**src/rtl/chunked_addsub.sv**
```systemverilog
// chunked_addsub
//   Multi-cycle adder/subtractor. An N-bit operation is split into K = N/CHUNK
//   chunks that are added LSB-first, one chunk per clock, with the inter-chunk
//   carry held in a register. This keeps the carry chain CHUNK bits long.
//
//   Subtraction is done as a + ~b + ~c_in, so in sub mode c_out is the
//   inverted borrow. ovf is the signed-overflow flag: carry into the MSB
//   XOR carry out of the MSB.
//
// Ports
//   clk, rst_n          clock (rising edge), asynchronous active-low reset
//   in_valid, in_ready  operand handshake; in_ready is high only in IDLE
//   a, b, sub, c_in     operands, mode (0 add / 1 sub), carry/borrow in
//   out_valid, out_ready result handshake; out_valid is high only in DONE
//   s, c_out, ovf       result, raw carry out of bit N-1, signed overflow
module chunked_addsub #(
  parameter int N     = 32,
  parameter int CHUNK = 8
) (
  input  logic         clk,
  input  logic         rst_n,
  input  logic         in_valid,
  output logic         in_ready,
  input  logic [N-1:0] a,
  input  logic [N-1:0] b,
  input  logic         sub,
  input  logic         c_in,
  output logic         out_valid,
  input  logic         out_ready,
  output logic [N-1:0] s,
  output logic         c_out,
  output logic         ovf
);

  localparam int K  = N / CHUNK;
  localparam int KW = (K > 1) ? $clog2(K) : 1;
  localparam logic [KW-1:0] K_LAST = KW'(K - 1);

  typedef enum logic [1:0] {
    IDLE,
    RUN,
    DONE
  } state_t;

  state_t state_q, state_d;

  // Operands latched on accept; b_q already holds ~b in sub mode.
  logic [N-1:0]     a_q;
  logic [N-1:0]     b_q;
  logic             carry_q;
  logic [KW-1:0]    k_q;

  logic [CHUNK-1:0] a_chunk;
  logic [CHUNK-1:0] b_chunk;
  logic [CHUNK:0]   chunk_sum;
  logic             accept;
  logic             last_chunk;
  logic             msb_carry_in;

  assign in_ready   = (state_q == IDLE);
  assign out_valid  = (state_q == DONE);
  assign accept     = in_valid && in_ready;
  assign last_chunk = (k_q == K_LAST);

  assign a_chunk   = a_q[k_q*CHUNK +: CHUNK];
  assign b_chunk   = b_q[k_q*CHUNK +: CHUNK];
  assign chunk_sum = {1'b0, a_chunk} + {1'b0, b_chunk} + {{CHUNK{1'b0}}, carry_q};

  // Sum bit = a ^ b ^ carry_in, so the carry into the top bit of the chunk
  // is recovered as a ^ b ^ sum. Only meaningful on the last chunk.
  assign msb_carry_in = a_chunk[CHUNK-1] ^ b_chunk[CHUNK-1] ^ chunk_sum[CHUNK-1];

  // NOTE: sequential state uses non-blocking assignments so every register
  // samples the pre-edge values regardless of statement order.
  always_ff @(posedge clk or negedge rst_n) begin
    if (!rst_n) begin
      state_q <= IDLE;
    end else begin
      state_q <= state_d;
    end
  end

  // NOTE: state_d gets a default before the case so no path leaves it
  // unassigned, which would otherwise infer a latch.
  always_comb begin
    state_d = state_q;
    unique case (state_q)
      IDLE:    if (in_valid)   state_d = RUN;
      RUN:     if (last_chunk) state_d = DONE;
      DONE:    if (out_ready)  state_d = IDLE;
      default:                 state_d = IDLE;
    endcase
  end

  always_ff @(posedge clk or negedge rst_n) begin
    if (!rst_n) begin
      a_q     <= '0;
      b_q     <= '0;
      carry_q <= 1'b0;
      k_q     <= '0;
      s       <= '0;
      c_out   <= 1'b0;
      ovf     <= 1'b0;
    end else begin
      unique case (state_q)
        IDLE: begin
          if (accept) begin
            a_q     <= a;
            b_q     <= sub ? ~b : b;
            carry_q <= sub ? ~c_in : c_in;
            k_q     <= '0;
          end
        end
        RUN: begin
          s[k_q*CHUNK +: CHUNK] <= chunk_sum[CHUNK-1:0];
          carry_q               <= chunk_sum[CHUNK];
          k_q                   <= k_q + 1'b1;
          if (last_chunk) begin
            c_out <= chunk_sum[CHUNK];
            ovf   <= msb_carry_in ^ chunk_sum[CHUNK];
          end
        end
        default: ;  // DONE: results held until the consumer takes them
      endcase
    end
  end

endmodule

```
**config.mk**
```make
export PLATFORM = sky130hd
export DESIGN_NAME = chunked_addsub
export DESIGN_NICKNAME = d
export VERILOG_FILES = /design/src/rtl/chunked_addsub.sv
export SDC_FILE = /design/constraint.sdc
export NUM_CORES = 1
export LEC_CHECK = 0
export ABC_AREA = 0
export BUFFER_PORTS_ARGS = -buffer_cell sky130_fd_sc_hd__buf_2
export CAP_MARGIN = 0
export CORE_MARGIN = 4
export CORE_UTILIZATION = 59
export CTS_CLUSTER_DIAMETER = 40
export DETAILED_ROUTE_END_ITERATION = 16
export HOLD_SLACK_MARGIN = 0.02
export PLACE_DENSITY_LB_ADDON = 0.25
export RECOVER_POWER = 50
export SLEW_MARGIN = 10
export SYNTH_ARGS = -nofsm -noshare
export SYNTH_HDL_FRONTEND = slang
export SYNTH_SLANG_ARGS = --single-unit
```
**constraint.sdc**
```tcl
create_clock -name clk -period 7.85 [get_ports clk]
set_input_delay 0.785 -clock clk [delete_from_list [all_inputs] [get_ports clk]]
set_output_delay 0.785 -clock clk [all_outputs]
set_load 0.01 [all_outputs]
```
==> flow_summary.ini <==
[drt]
post_drt_wl_per_cell_um = 16.2
dr.first_iter.drc_count = 117
drt-pass1-iter-count = 5
viasPerCell = 5.46
ant_nets = 0
post-route-drc-count = 0
drt-total-wl_um = 10400
num_vias = 3507

[synth]
yosysWarnings = 0
netlist_area_um2 = 4890
yosysMostFrequentCell = nand2_1
synth.area.top_cells = dfrtp_1 53%, nand2_1 10%, mux4_2 7.4%
ys_seq_elements = 103
syn_nets = 524
synth_top_cell_by_area = dfrtp_1
yosysUniqueCellTypes = 33
syn_avg_cell_area_um2 = 11.1
syn_inst = 439
ys.flop_type = dfrtp_1
synthArstFlopShare_pct = 100
netlist_top_cells_count = 135 x nand2_1, 103 x dfrtp_1, 39 x o21ai_0
synth-seq-area-share_pct = 52.7
synth_edf_count = 0
synth_top_area_share_pct = 52.7

[clock_network]
cts_tree = yes
holdBufCountCts = 0
cts_setup_buffers = 0
numCtsBuffers = 9
cts.sinks = 103
clk_latency_ns = 0.38
htreeDepth = 3
path_clk_slew_ns = 0.09
ctsResizeCount = 0
cts_root_buf = clkbuf_8
cts_buffer_depth = 2

[final_layout]
final_layout_size_suffix_gt1_share_pct = 21.7
syn_to_final_growth_pct = 15.5
fin_nets = 620
fillers = 597
num_antenna_cells = 0
utilization_pct = 71.6
fin_cells = 642

[flow_run]
drv_cap = 2

[global_route]
first_global_vias = 3563
grt_use_total_pct = 22.2
grt_max_degree = 101
grt_pass1_wl_um = 17200
grt_overflow_total = 0
antenna_found_initial = 0

[critical_path]
critPathRequiredTime_ns = 7.95
cp_max_fo = 100
endpoint_kind = flop
critPathKind = reg2reg
rrSetupSlack_ns = 4.06
start_kind = flop
arrival_ns = 3.89

[timing]
finalCritPeriodShare_pct = 48.3
slew_headroom_pct = -135
tns_ns = 0
finalMaxSlewViolations = 154
finalSetupViolCount = 0
fin_worst_skew_ns = 0.0145
hold_violations = 0
rsz0062_at_grt = no
period_minus_slack_ns = 3.79
worstMarginPinSlew_ns = 3.52
fmax_ghz = 0.264

[die]
io_pins = 106
start_util_pct = 62.0
die-area_um2 = 9810
die_w_um = 99.0
coreArea_um2 = 7890
num_rows = 32
die_y_um = 99.0

[pwr]
leakage_nw = 2.71
ir_worst_vdd_v = 0.000229
power_mw = 2.55
powerDensity_nw_per_um2 = 452

[min_path]
hold_path_class = reg2reg

[placed_design]
gp_congestion = 0.808
dp_hpwl_um = 7850
io_buffer_count = 105
place_inst = 626

[run_status]
violations = max-capacitance violations, max-slew violations
status = finished, violations left
-- cell families after synthesis --
| logic type | Yosys count | share of synthesized area [%] |
|---|---|---|
| adder cells (fa/ha/maj) | 15 | 4.14 |
| XOR/XNOR | 40 | 7.16 |
| flip-flops | 103 | 52.7 |
| multiplexers | 16 | 7.37 |
| buffers and inverters | 27 | 2.25 |
| AO/OA/AOI/OAI | 87 | 12.7 |
| AND/OR/NAND/NOR | 151 | 13.7 |
-- state kept, by name, summed over array words and instances (netlist names) --
register	flops
ovf	1
c_out	1
state_q	2
carry_q	1
b_q	32
a_q	32
k_q	2
s	32
-- final cells by class --
class                   instances  area (um^2)  share of cell area [%]
well taps                     102          128                    2.26
inverters                       4         15.0                   0.266
clock buffers                  11          141                    2.50
multi-input cells             309         2210                    39.0
clock inverters                 5         81.3                    1.44
flip-flops and latches        103         2580                    45.6
repair buffers                108          500                    8.86
-- power breakdown --
group	internal [mW]	switching [mW]	total (mW)
registers	0.747	0.139	0.886
logic	0.537	0.766	1.30
clock network	0.188	0.177	0.365
-- cells in the final DEF (no fill, tap or decap), types with 3 or more instances in the layout --
cell type    n
buf_2       70
clkbuf_1    37
nand2_2      4
o21ai_0     39
nand2_1    134
clkbuf_8    10
inv_1        4
xor2_1       3
dfrtp_1    103
mux4_2      16
a21oi_1      4
nor4b_4      3
xnor2_1     37
ha_1        13
a22o_1      32
-- critical path, cell delays in order (launching register included) --
cell and delay [ns]:
dfrtp_1 0.41, nor2_1 0.10, nand2_2 0.07, clkbuf_1 2.45
o21ai_0 0.43
-- stage by stage --
step                hold WS, ns  area (um^2)  setup slack [ns]
global placement          0.456         5480              4.67
finish                    0.481         5650              4.06
CTS                       0.442         5700              4.55
global route              0.496         5650              3.51
floorplan                 0.440         4890              4.82
detailed placement        0.462         5480              4.55
-- worst paths after layout --
| path | from | to | cells past startpoint |
|---|---|---|---|
| worst max-delay path | state_q[1] | b_q[23] | 4 |
| worst min-delay path | a_q[15] | a_q[15] | 2 |
| worst max register to register | state_q[1] | b_q[23] | 4 |
| worst min register to register | a_q[15] | a_q[15] | 2 |
| max in group asynchronous | rst_n | b_q[16] | 2 |
| min in group asynchronous | rst_n | s[18] | 1 |
-- metal layers --
| metal | track usage, % | share of wire, % | vias up |
|---|---|---|---|
| met3 | 4.25 | 5.3 | 15 |
| met4 | 5.67 | 1.7 | 0 |
| met1 | 28.4 | 41 | 1700 |
| met2 | 38.8 | 52 | 96 |
| li1 | - | - | 1696 |
| met5 | 0 | 0 | - |
Note: power is estimated with default switching activity, not from simulation.
